<file path="config.mk">
export PLATFORM = sky130hd
export DESIGN_NAME = demux16_deserializer
export DESIGN_NICKNAME = d
export VERILOG_FILES = /design/src/rtl/demux16_deserializer.sv
export SDC_FILE = /design/constraint.sdc
export NUM_CORES = 1
export LEC_CHECK = 0
export CELL_PAD_IN_SITES_DETAIL_PLACEMENT = 0
export CELL_PAD_IN_SITES_GLOBAL_PLACEMENT = 1
export CORE_MARGIN = 8
export CORE_UTILIZATION = 25
export CTS_CLUSTER_DIAMETER = 30
export DETAILED_ROUTE_END_ITERATION = 7
export GPL_ROUTABILITY_DRIVEN = 1
export MAX_ROUTING_LAYER = met4
export PLACE_DENSITY = 0.62
export SLEW_MARGIN = 40
export SYNTH_ARGS = -nofsm -noshare
export SYNTH_HDL_FRONTEND = slang
export SYNTH_SLANG_ARGS = --single-unit
export TNS_END_PERCENT = 20
</file>
<file path="constraint.sdc">
create_clock -name clk -period 3.6 [get_ports clk]
set_input_delay 0.36 -clock clk [delete_from_list [all_inputs] [get_ports clk]]
set_output_delay 0.36 -clock clk [all_outputs]
set_load 0.01 [all_outputs]
</file>
<file path="src/rtl/demux16_deserializer.sv">
// Serial-to-parallel word builder: each accepted bit is demuxed into an assembly
// register, and completed words are handed off through a valid/ready output stage.
module demux16_deserializer #(
  parameter int WIDTH     = 16,
  parameter int SEL_W     = 4,
  parameter bit MSB_FIRST = 1'b0
) (
  input  logic             clk,
  input  logic             rst,
  input  logic             clear,
  input  logic             din,
  input  logic             din_valid,
  output logic             din_ready,
  output logic [SEL_W-1:0] sel,
  output logic [WIDTH-1:0] dout,
  output logic             dout_valid,
  input  logic             dout_ready,
  output logic             busy
);

  typedef enum logic [1:0] {IDLE, FILL, STALL} state_t;

  localparam logic [SEL_W-1:0] LAST = SEL_W'(WIDTH - 1);

  state_t           state, state_n;
  logic [SEL_W-1:0] cnt;
  logic [WIDTH-1:0] asm_q;
  logic [WIDTH-1:0] word;
  logic             is_last;
  logic             accept;

  // Only the closing bit is held back, and only while the previous word is unread.
  always_comb begin
    is_last   = (cnt == LAST);
    din_ready = !clear && !(is_last && dout_valid && !dout_ready);
    accept    = din_valid && din_ready;
    sel       = MSB_FIRST ? (LAST - cnt) : cnt;
    word      = asm_q;
    word[sel] = din;
  end

  assign busy = (state != IDLE);

  always_comb begin
    state_n = state;
    case (state)
      IDLE:        if (accept) state_n = FILL;
      FILL, STALL: begin
        if (accept && is_last)         state_n = IDLE;
        else if (is_last && !din_ready) state_n = STALL;
        else                           state_n = FILL;
      end
      default:     state_n = IDLE;
    endcase
    if (clear) state_n = IDLE;
  end

  // Assembly path: clear beats a same-cycle accept because din_ready is low then.
  always_ff @(posedge clk or posedge rst) begin
    if (rst) begin
      state <= IDLE;
      cnt   <= '0;
      asm_q <= '0;
    end else begin
      state <= state_n;
      if (clear) begin
        cnt   <= '0;
        asm_q <= '0;
      end else if (accept) begin
        if (is_last) begin
          cnt   <= '0;
          asm_q <= '0;
        end else begin
          cnt        <= cnt + SEL_W'(1);
          asm_q[sel] <= din;
        end
      end
    end
  end

  // A completing word may replace one consumed on the same edge.
  always_ff @(posedge clk or posedge rst) begin
    if (rst) begin
      dout       <= '0;
      dout_valid <= 1'b0;
    end else if (accept && is_last) begin
      dout       <= word;
      dout_valid <= 1'b1;
    end else if (dout_ready) begin
      dout_valid <= 1'b0;
    end
  end

endmodule
</file>
==> reports/results.ini, run 1 <==
[yosys]
synth_enable_flop_cells=0
synth.yosys.seq_area_share_pct=48.0
synthesis.instances=207
synth_area_leaders=sky130_fd_sc_hd__dfrtp_1, sky130_fd_sc_hd__a21oi_1, sky130_fd_sc_hd__mux2i_1
mean_area_per_synthesized_cell_um2=9.57
synth_commonest_cells=sky130_fd_sc_hd__dfrtp_1, sky130_fd_sc_hd__a21oi_1, sky130_fd_sc_hd__inv_1, sky130_fd_sc_hd__nor2_1, sky130_fd_sc_hd__mux2i_1
share_of_the_synthesized_area_in_the_top_cell_type_pct=48.0
mappedNetlistNets=219
yosys_warnings=0
yosys_register_bits=38
synth_top_cell_by_area=sky130_fd_sc_hd__dfrtp_1
synthArstFlopShare_pct=100
post_synth_instance_area_um2=1980
synth.most_common_cell=sky130_fd_sc_hd__dfrtp_1
synth_unique_cells=34
dominantRegCellSynth=sky130_fd_sc_hd__dfrtp_1

[clock_tree]
insertion_delay_ns=0.29
cts_hold_buf=0
cts_tree=yes
clkTransAtPathRegs_ns=0.08
cts_buffer_depth=2
number_of_cts_inserted_buffers=5
clock_tree.root_cell=sky130_fd_sc_hd__clkbuf_8
cts.htree.levels=2
cts_resized=0
clock_sink_count=38
cts_setup_buffers=0

[power_and_ir_drop]
power.ir.vdd_worst_uv=203
share_comb_of_total_power_pct=13.9
net-switching-power_uw=229
internal_power_uw=625
share_clk_of_total_power_pct=33.1
cellPowerDensity_nw_per_um2=354
sequentialPowerShare_pct=53.0
leakage_dissipation_nw=1.07
switching_share_pct=26.8

[sta]
worst_case_headroom_to_the_max_slew_limit_pct=50.4
final-hold-violation-count=0
maxSlewViolCount=0
report.final.setup_viol=0
worst_slack_ns=1.02
tightest_slew_ns=0.744
timing.final.crit_period_ns=2.58
period_share_pct=71.7
maximum_clock_skew_at_final_layout_ns=0.00384
setup_repair_after_global_routing_missed_its_margin=no
totalNegativeSetupSlack_ns=0
top_achievable_clock_speed_ghz=0.388

[setup_path]
critPathRequiredTime_ns=3.24
setup.reg_to_reg.worst_slack_ns=1.32
setup.worst_path.start=sel[1]$_DFFE_PP0P_
worst-endpoint-arrival_ns=2.22
critical_path_peak_fanout=10
startpoint_type=flip-flop
timing.reg2reg.worst_path_depth=6
end_kind=primary output
crit_type=flip-flop to primary output
reg_to_reg_end=dout[1]$_DFFE_PP0P_
reg2reg_from=sel[1]$_DFFE_PP0P_
crit_end=din_ready

[cells_and_area]
finish.instance_area_um2=2410
area_of_the_multi_input_gates_um2=883
layout-area-overhead-vs-synth_pct=21.7
num-fill-cells=843
n_antenna_cell=0
area.sequential_um2=951
post_route_cells_drive_above_1_share_pct=8.19
design.final.nets=244

[placed_design]
detailedPlacementHpwl_um=3200
place_congestion=0.723
dp_worst_setup_slack_ns=1.24
post_dp_cell_area_um2=2330
placement.io_buffers=28

[global_route]
grt_first_pass_wirelength_um=8140
grt.total_usage_pct=9.32
antenna_violations_before_repair=0
grt_overflow_total=0
grt_max_degree=39
grt_pass1_vias=1614

[floorplan]
core_area_um2=7690
die-width_um=105
die_height_um=105
die_area_um2=11000
start_util_pct=25.8
ports=29
placementRows=32

[route]
post_drt_wl_per_cell_um=14.0
remaining_drc_errors=0
first_iter_violations=37
via_count_normalized_by_instance_count=4.54
first_pass_iters=4
final_antenna_net_count=0
drt_wl_total_um=4690
route.vias.total=1515

[run_status]
outcome=finished, final reports clean

[job]
cap_violations=0

[hold_path]
hp-class=input pin to asynchronous set/reset pin

[flip-flops by register name, indices dropped and copies added (netlist names)]
name / count
dout: 16
asm_q: 15
state: 2
sel: 4
dout_valid: 1
[cell families (layout without fill, tap and decap cells)]
logic type	count (synthesis)	after routing	synth area share [%]
AOI/OAI and AO/OA	61	61	17.9
buffers and inverters	32	57	7.77
DFF	38	38	48.0
adders and majority gates	6	6	3.79
and+or+nand+nor	52	52	13.4
muxes	18	18	9.22
[placed cells by master, fill, tap and decap left out, drive strengths merged]
master / n
dfrtp: 38
a21oi: 34
clkdlybuf4s50: 28
nor2: 21
inv: 20
mux2i: 16
nand2: 13
o22ai: 13
o21ai: 9
nand3: 7
ha: 6
clkbuf: 5
nor2b: 3
mux2: 2
clkinv: 2
buf: 2
nand2b: 2
nor3: 2
or2: 1
o31ai: 1
and3: 1
and2b: 1
a21o: 1
nand4: 1
o21a: 1
a31oi: 1
a311oi: 1
[per-stage QoR]
stage / cells / hold WS, ns / power, mW / util, %
detailed placement: 327 / 0.497 / 0.582 / 30.3
global placement: 327 / 0.492 / 0.582 / 30.3
global route: 334 / 0.549 / 0.899 / 31.4
finish: 334 / 0.478 / 0.853 / 31.4
CTS: 334 / 0.515 / 0.869 / 31.4
floorplan: 207 / 0.470 / 0.530 / -
[routing by layer]
| layer | routed length [um] | up-vias | track usage, % |
|---|---|---|---|
| met5 | 0 | - | - |
| met4 | 99 | 0 | 4.28 |
| met3 | 124 | 8 | 2.15 |
| met2 | 2170 | 21 | 14.4 |
| met1 | 2290 | 730 | 11.3 |
| li1 | - | 756 | - |
[layout make-up]
cell class,instances,area share [%]
clock buffer,5,2.85
clock inverter,2,0.415
inverter,20,3.11
multi-input combinational,137,36.6
sequential,38,39.4
tap,102,5.29
timing repair buffer,30,12.2
[critical path, stage by stage (launching register included)]
cell and delay, ns:
sky130_fd_sc_hd__dfrtp_1 0.48, sky130_fd_sc_hd__ha_1 0.48, sky130_fd_sc_hd__nand3_4 0.18, sky130_fd_sc_hd__nor2_1 0.24
sky130_fd_sc_hd__nor2_1 0.06, sky130_fd_sc_hd__clkdlybuf4s50_1 0.48
[worst min-delay path by stage]
| stage | start | end | slack, ns | cells after the start |
|---|---|---|---|---|
| 6_report | rst | dout[5]$_DFFE_PP0P_ | 0.48 | 3 |
| 3_3_place_gp | asm_q[7]$_DFFE_PP0P_ | asm_q[7]$_DFFE_PP0P_ | 0.49 | 2 |
| 2_1_floorplan | asm_q[7]$_DFFE_PP0P_ | asm_q[7]$_DFFE_PP0P_ | 0.47 | 2 |
| 4_1_cts | asm_q[7]$_DFFE_PP0P_ | asm_q[7]$_DFFE_PP0P_ | 0.51 | 2 |
| 5_1_grt | rst | dout[5]$_DFFE_PP0P_ | 0.55 | 3 |
| 3_5_place_dp | asm_q[7]$_DFFE_PP0P_ | asm_q[7]$_DFFE_PP0P_ | 0.50 | 2 |
[power by group through the flow]
stage                     Clock [mW]  Combinational [mW]  Sequential, mW
after floorplan                    0              0.0665           0.464
after global placement             0               0.121           0.461
after detailed placement           0               0.122           0.461
after CTS                      0.294               0.122           0.452
after global routing           0.311               0.134           0.454
final                          0.283               0.118           0.452
No activity file was read; power rests on OpenSTA's default activity.
==> inputs of run 2 (changes only) <==
==> constraint.sdc (replaced) <==
create_clock -name clk -period 2.6 [get_ports clk]
set_input_delay 0.26 -clock clk [delete_from_list [all_inputs] [get_ports clk]]
set_output_delay 0.26 -clock clk [all_outputs]
set_load 0.01 [all_outputs]
==> reports/results.ini, run 2 (synthesis gave the netlist of run 1 again) <==
[run_status]
outcome=finished, final reports clean  ; unchanged

[placed_design]
post_dp_cell_area_um2=2360  ; was 2330 um2
detailedPlacementHpwl_um=3200  ; about the same
placement.io_buffers=28  ; unchanged
place_congestion=0.716  ; was 0.723

[setup_path]
critPathRequiredTime_ns=2.34  ; was 3.24 ns
end_kind=primary output  ; unchanged
crit_type=flip-flop to primary output  ; unchanged
worst-endpoint-arrival_ns=2.14  ; was 2.22 ns
critical_path_peak_fanout=10  ; unchanged
startpoint_type=flip-flop  ; unchanged

[cells_and_area]
post_route_cells_drive_above_1_share_pct=10.1  ; was 8.19%
area_of_the_multi_input_gates_um2=883  ; unchanged
layout.cells.most_common=sky130_fd_sc_hd__dfrtp_1  ; unchanged
area.sequential_um2=951  ; unchanged
layout-area-overhead-vs-synth_pct=24.7  ; was 21.7%
number_of_flip_flops_in_the_largest_register=16  ; unchanged
regMostFlops=dout  ; unchanged
num-fill-cells=813  ; was 843
highest_count_cells_in_the_layout_ignoring_fill_and_taps=sky130_fd_sc_hd__dfrtp_1, sky130_fd_sc_hd__a21oi_1, sky130_fd_sc_hd__clkdlybuf4s50_1  ; unchanged
design.final.nets=248  ; was 244
n_antenna_cell=0  ; unchanged
finish.instance_area_um2=2470  ; was 2410 um2

[global_route]
grt_pass1_vias=1649  ; was 1614
grt_max_degree=39  ; unchanged
grt_first_pass_wirelength_um=8250  ; was 8140 um
grt.total_usage_pct=9.44  ; was 9.32%
antenna_violations_before_repair=0  ; unchanged
grt_overflow_total=0  ; unchanged

[sta]
maximum_clock_skew_at_final_layout_ns=0.00586  ; was 0.00384 ns
top_achievable_clock_speed_ghz=0.417
period_share_pct=92.2
hold_ws_ns=0.398  ; was 0.478 ns
totalNegativeSetupSlack_ns=0  ; unchanged
tightest_slew_ns=0.508  ; was 0.744 ns
final-hold-violation-count=0  ; unchanged
setup_repair_after_global_routing_missed_its_margin=no  ; unchanged
worst_case_headroom_to_the_max_slew_limit_pct=65.7  ; was 50.4%
report.final.setup_viol=0  ; unchanged
maxSlewViolCount=0  ; unchanged
timing.final.crit_period_ns=2.40

[job]
cap_violations=0  ; unchanged

[power_and_ir_drop]
fin_total_pwr_mw=1.30  ; was 853 uW
leakage_dissipation_nw=1.11  ; was 1.07 nW
cellPowerDensity_nw_per_um2=528  ; was 354 nW/um2
power.ir.vdd_worst_uv=177  ; was 203 uV

[hold_path]
hp-class=input pin to asynchronous set/reset pin  ; unchanged

[route]
final_antenna_net_count=0  ; unchanged
post_drt_wl_per_cell_um=13.9  ; was 14.0 um
drt_wl_total_um=4720  ; was 4690 um
first_pass_iters=4  ; unchanged
via_count_normalized_by_instance_count=4.54  ; about the same
first_iter_violations=42  ; was 37
remaining_drc_errors=0  ; unchanged
route.vias.total=1540  ; was 1515

[clock_tree]
cts_tree=yes  ; unchanged
cts_buffer_depth=2  ; unchanged
clock_tree.root_cell=sky130_fd_sc_hd__clkbuf_8  ; unchanged
cts_hold_buf=0  ; unchanged
cts_resized=0  ; unchanged
clock_sink_count=38  ; unchanged
cts_setup_buffers=0  ; unchanged
insertion_delay_ns=0.29  ; about the same
clkTransAtPathRegs_ns=0.08  ; about the same
cts.htree.levels=2  ; unchanged
number_of_cts_inserted_buffers=5  ; unchanged

[floorplan]
ports=29  ; unchanged
die_area_um2=11000  ; unchanged
core_area_um2=7690  ; unchanged
die_height_um=105  ; unchanged
placementRows=32  ; unchanged
start_util_pct=25.8  ; unchanged
die-width_um=105  ; unchanged

## run 2: cell types whose count changed in the layout (fill, tap and decap cells not counted), sizes merged
cell and delta:
buf +4, bufinv +1
## run 2: worst paths after layout
path	startpoint	end	slack, ns	depth (start not counted)
max	sel[1]$_DFFE_PP0P_	din_ready	0.20	5
min	rst	asm_q[7]$_DFFE_PP0P_	0.40	3
max reg2reg	sel[1]$_DFFE_PP0P_	asm_q[5]$_DFFE_PP0P_	0.53	6
min reg2reg	asm_q[9]$_DFFE_PP0P_	asm_q[9]$_DFFE_PP0P_	0.51	2
max in group asynchronous	rst	dout[3]$_DFFE_PP0P_	1.86	3
min in group clk	asm_q[9]$_DFFE_PP0P_	asm_q[9]$_DFFE_PP0P_	0.51	2
## run 2: cell type report
class	count	share of cell area (%)
flip-flops and latches	38	38.5
clock inverters	3	1.62
repair buffers	34	13.2
inverters	20	3.04
clock buffers	5	2.78
multi-input cells	137	35.7
well taps	102	5.16
## run 2: power by group
group / total (mW) / internal (mW) / switching, mW
registers: 0.625 / 0.610 / 0.0148
clock network: 0.512 / 0.283 / 0.229
logic: 0.167 / 0.0774 / 0.0901
## run 2: metal layers
metal	GRT usage [%]	part of all wire [%]	vias to the layer above
met3	2.40	3.3	7
met4	3.67	1.7	0
met2	14.7	47	25
li1	-	-	766
met1	11.5	48	742
met5	-	0	-
## run 2: critical path, stage by stage (launching register included)
cell and delay (ns):
sky130_fd_sc_hd__dfrtp_1 0.46, sky130_fd_sc_hd__ha_1 0.44, sky130_fd_sc_hd__nand3_4 0.16, sky130_fd_sc_hd__nor2_1 0.23, sky130_fd_sc_hd__nor2_1 0.06, sky130_fd_sc_hd__clkdlybuf4s50_1 0.49
## run 2: stage by stage
| step | std cells | setup slack [ns] | utilization [%] |
|---|---|---|---|
| final | 339 | 0.202 | 32.1 |
| after CTS | 339 | 0.183 | 32.1 |
| after detailed placement | 331 | 0.529 | 30.7 |
| after floorplan | 207 | 0.943 | - |
| after global routing | 339 | 0.0103 | 32.1 |
| after global placement | 331 | 0.575 | 30.7 |
==> patch 1, RTL diff (flow settings as in run 2) <==
`MSB_FIRST`: 1'b0 -> 1'b1.
--- a/src/rtl/demux16_deserializer.sv
+++ b/src/rtl/demux16_deserializer.sv
@@ -3,7 +3,7 @@
 module demux16_deserializer #(
   parameter int WIDTH     = 16,
   parameter int SEL_W     = 4,
-  parameter bit MSB_FIRST = 1'b0
+  parameter bit MSB_FIRST = 1'b1
 ) (
   input  logic             clk,
   input  logic             rst,
Function: changed (Yosys sat finds a counterexample within 4 cycles, from zero or initial values and one cycle with rst high).
==> patch 1 against run 2 <==
Setup slack gained 160 ps; sequential cell count is the same; power shrank 11%; area after synthesis grew 5.9%; register-to-register slack gained 140 ps; cell area grew 2.1%; synthesized cell count is the same; routed wire length grew 6.4%; largest cell class is now multi-input gates; highest routed layer unchanged.
==> patch 1: results (changes against run 2) <==
Status
  • Status: finished clean (unchanged)

Synthesis
  • Multiplexer share of the synthesized area: 0.0823 (was 0.0922)
  • Synth cell count leaders: dfrtp_1, nand3_1, nor2_1 (was dfrtp_1, a21oi_1, inv_1, nor2_1, mux2i_1)
  • Sequential share of the synthesized area: 0.453 (was 0.480)
  • Count of cell types in the netlist: 40 (was 34)
  • Post-Synth XOR/XNOR Area: 0.00417 (was 0)
  • Ys flop type: dfrtp_1 (unchanged)
  • Adder-Cell Fraction of Synth Area: 0.0358 (was 0.0379)
  • Compound-cell area share of the yosys netlist: 0.158 (was 0.179)
  • Top cells by area, synth: dfrtp_1, mux2i_1, nand3_1, o211ai_2, a21oi_1 (was dfrtp_1, a21oi_1, mux2i_1, ha_1, inv_1)

Placement
  • Pre-CTS WS: 608 ps (was 529 ps)
  • Hpwl dp: 3.44 mm (was 3.20 mm)
  • Dpl cell area: 2430 µm² (was 2360 µm²)
  • Placer congestion estimate: 0.741 (was 0.716)

Power and ir drop
  • VDD IR max: 0.127 mV (was 0.177 mV)
  • Combinational share of power: 0.111 (was 0.128)
  • Seq pwr share: 0.522 (was 0.479)
  • P_int: 0.861 mW (was 0.970 mW)
  • Sw frac: 0.258 (was 0.256)
  • Lkg Pwr: 1.14 nW (was 1.11 nW)

Detailed routing
  • Met1 WL: 2.49 mm (was 2.27 mm)
  • Vias/cell: 4.68 (was 4.54)
  • WL met2: 2.29 mm (was 2.21 mm)
  • Routed WL per cell: 14.8 µm (was 13.9 µm)
  • Drt first-iter violations: 59 (was 42)
  • Met3 Wirelength: 179 µm (was 154 µm)
  • DR top layer: met4 (unchanged)

Setup path
  • CP max FO: 8 (was 10)
  • R2r setup slk: 670 ps (was 530 ps)
  • R2R cell count: 5 (was 6)
  • Reg-to-Reg Start: cnt[1] (was sel[1])
  • Crit path arrival time: 1980 ps (was 2140 ps)
  • CP endpoint: din_ready (unchanged)
  • Worst R2R End: cnt[1] (was asm_q[5])

Global route
  • Number of global-route vias before repair: 1,635 (was 1,649)
  • GRT Total Usage: 0.0965 (was 0.0944)
  • Routing usage on met3: 0.0246 (was 0.0240)
  • Met1 Resource Use GR: 0.126 (was 0.115)
  • Met2 usage: 0.142 (was 0.147)
  • Global-route wire length before repair: 8.63 mm (was 8.25 mm)

STA
  • Setup slack after layout: 365 ps (was 202 ps)
  • Worst slew margin: 0.614 (was 0.657)
  • Clk_skew: 3.54 ps (was 5.86 ps)
  • WHS: 392 ps (was 398 ps)

Cells and area
  • Fillers: 876 (was 813)
  • Area Growth Syn to Fin: 20.3% (was 24.7%)
  • Final nets: 245 (was 248)
  • Layout cells sized above 1: 0.137 (was 0.101)
  • # diodes: 0 (unchanged)

Clocking
  • CTS resizes: 0 (unchanged)
patch 1: cell types whose count changed after synthesis, sizes merged, moves of 3 or more:
cell    change
nand3      +21
a21oi      -18
o211ai     +10
o22ai      -10
inv         -9
a22oi       +4
o21ai       -4
buf         +3
patch 1: layout make-up:
type | instances | share of cell area
inverters | 12 | 0.0178
repair buffers | 34 | 0.129
well taps | 105 | 0.0521
multi-input cells | 142 | 0.388
clock buffers | 7 | 0.0342
clock inverters | 1 | 0.00198
flip-flops and latches | 38 | 0.377
patch 1: logic make-up (layout without fill, tap and decap cells):
logic type | Yosys count | after routing
mux | 17 | 17
xor+xnor | 1 | 1
fa+ha+maj | 6 | 6
compound gates | 42 | 42
simple gates | 76 | 76
flops | 38 | 38
buf+inv | 27 | 54
patch 1: worst register-to-register path, delay by kind of cell (launching register included):
kind | cells | cell delay (ps)
AOI/OAI and AO/OA | 1 | 510
DFF | 1 | 410
adders and majority gates | 1 | 370
muxes | 1 | 260
and+or+nand+nor | 2 | 240
==> patch 2, RTL diff (settings of run 2) <==
Made on the original files. Reset style: synchronous (`rst`), changed in 2 clocked blocks.
--- a/src/rtl/demux16_deserializer.sv
+++ b/src/rtl/demux16_deserializer.sv
@@ -56,7 +56,7 @@
   end
 
   // Assembly path: clear beats a same-cycle accept because din_ready is low then.
-  always_ff @(posedge clk or posedge rst) begin
+  always_ff @(posedge clk) begin
     if (rst) begin
       state <= IDLE;
       cnt   <= '0;
@@ -79,7 +79,7 @@
   end
 
   // A completing word may replace one consumed on the same edge.
-  always_ff @(posedge clk or posedge rst) begin
+  always_ff @(posedge clk) begin
     if (rst) begin
       dout       <= '0;
       dout_valid <= 1'b0;
Formal check against the unedited RTL: differs if rst is asserted again (counterexample within 4 cycles, from zero or initial values and one cycle with rst high); with rst held inactive, the same outputs for 10 cycles.
==> patch 2 against run 2 <==
Cell area decreased by 9.1%; area after synthesis decreased by 9.0%; global-route usage decreased by 0.64 points; synthesized cell count decreased by 7.7%; highest routed layer unchanged; critical path depth decreased by 1; setup slack improved by 110 ps; core utilization decreased by 0.68 points; die area decreased by 7.7%; routed wire length decreased by 12%; final cell count decreased by 5.9%; sequential cell count unchanged; critical endpoint unchanged.
Power is not compared: it rests on default switching activity, and its combinational part moved more than twofold at a synthesized area within 25%.
==> patch 2: results (changes against run 2) <==
Status
  • Status: finished clean (unchanged)

Synthesis
  • Sequential share of the synthesized area: 0.422 (was 0.480)
  • Adder-Cell Fraction of Synth Area: 0.0416 (was 0.0379)
  • Post-Synth XOR/XNOR Area: 0.00972 (was 0)
  • Top cells by area, synth: dfxtp_1, mux2i_1, a211oi_1, nor2_1, a211oi_2 (was dfrtp_1, a21oi_1, mux2i_1, ha_1, inv_1)
  • Ys flop type: dfxtp_1 (was dfrtp_1)
  • Syn avg cell area: 9.44 µm² (was 9.57 µm²)
  • Count of cell types in the netlist: 28 (was 34)
  • Synth cell count leaders: dfxtp_1, nor2_1, a211oi_1 (was dfrtp_1, a21oi_1, inv_1, nor2_1, mux2i_1)
  • Ys async rst share: 0 (was 1.00)
  • Syn nets: 203 (was 219)

Detailed routing
  • DRT Wirelength: 4.15 mm (was 4.72 mm)
  • Drt first-iter violations: 54 (was 42)

Global route
  • Pin count of the biggest net entering global routing: 24 (was 39)
  • Global-route wire length before repair: 6.76 mm (was 8.25 mm)

Setup path
  • Crit path arrival time: 2030 ps (was 2140 ps)
  • Reg-to-Reg Start: sel[0] (was sel[1])
  • CP max FO: 6 (was 10)
  • R2R cell count: 7 (was 6)

STA
  • Clk_skew: 8.06 ps (was 5.86 ps)
  • Fmax: 0.436 GHz (was 0.417 GHz)
  • Worst slew margin: 0.582 (was 0.657)
  • WHS: 500 ps (was 398 ps)

Hold path
  • WHS Path Cells: 2

Cells and area
  • Layout cells sized above 1: 0.127 (was 0.101)
  • Final nets: 231 (was 248)
  • Non-Filler Instances: 319 (was 339)

Floorplan
  • Die area: 10,200 µm² (was 11,000 µm²)

Placement
  • Placed cells: 311 (was 331)
  • Placer congestion estimate: 0.708 (was 0.716)
  • Hpwl dp: 2.93 mm (was 3.20 mm)
  • Pre-CTS WS: 432 ps (was 529 ps)

Clocking
  • CTS resizes: 0 (unchanged)
## patch 2: tightest hold or removal path: stages (launching register included)
cell and delay, ps:
dfxtp_1 310, nor2_1 90, a211oi_1 50
## patch 2: kinds of logic after synthesis
group / Yosys count
buf+inv: 20
xor+xnor: 2
compound gates: 39
flops: 38
fa+ha+maj: 6
mux: 17
simple gates: 69
## patch 2: cell type report
| type | instances | area, µm² |
|---|---|---|
| Fill cell | 782 | 4890 |
| Multi-Input combinational cell | 133 | 911 |
| Sequential cell | 38 | 761 |
| Timing Repair Buffer | 36 | 340 |
| Tap cell | 99 | 124 |
| Clock buffer | 7 | 86.3 |
| Inverter | 5 | 18.8 |
| Clock inverter | 1 | 5.00 |
## patch 2: stage by stage
step                       util  power [mW]  cell area [µm²]
after floorplan               -       0.664             1800
after global placement    0.302       0.691             2150
after detailed placement  0.302       0.692             2150
after CTS                 0.315        1.12             2250
after global routing      0.315        1.14             2250
final                     0.315        1.09             2250
## patch 2: power groups by stage
stage	Sequential [mW]	Clock (mW)	Combinational [mW]
floorplan	0.608	0	0.0567
global placement	0.608	0	0.0833
detailed placement	0.609	0	0.0835
CTS	0.595	0.436	0.0841
global route	0.596	0.456	0.0924
finish	0.595	0.415	0.0827
## patch 2: worst max path at each step
stage | cells past startpoint | endpoint | startpoint
after global placement | 4 | din_ready | dout_ready
after floorplan | 8 | asm_q[10] | sel[0]
final | 4 | din_ready | sel[0]
after CTS | 4 | din_ready | sel[0]
after detailed placement | 7 | sel[3] | sel[0]
after global routing | 4 | din_ready | sel[0]
## patch 2: layer usage
metal / track usage / up-vias / routed length (µm)
met5: - / - / 0
met4: 0.0355 / 0 / 61
met3: 0.0249 / 7 / 173
met2: 0.141 / 28 / 1970
met1: 0.101 / 631 / 1950
li1: - / 713 / -
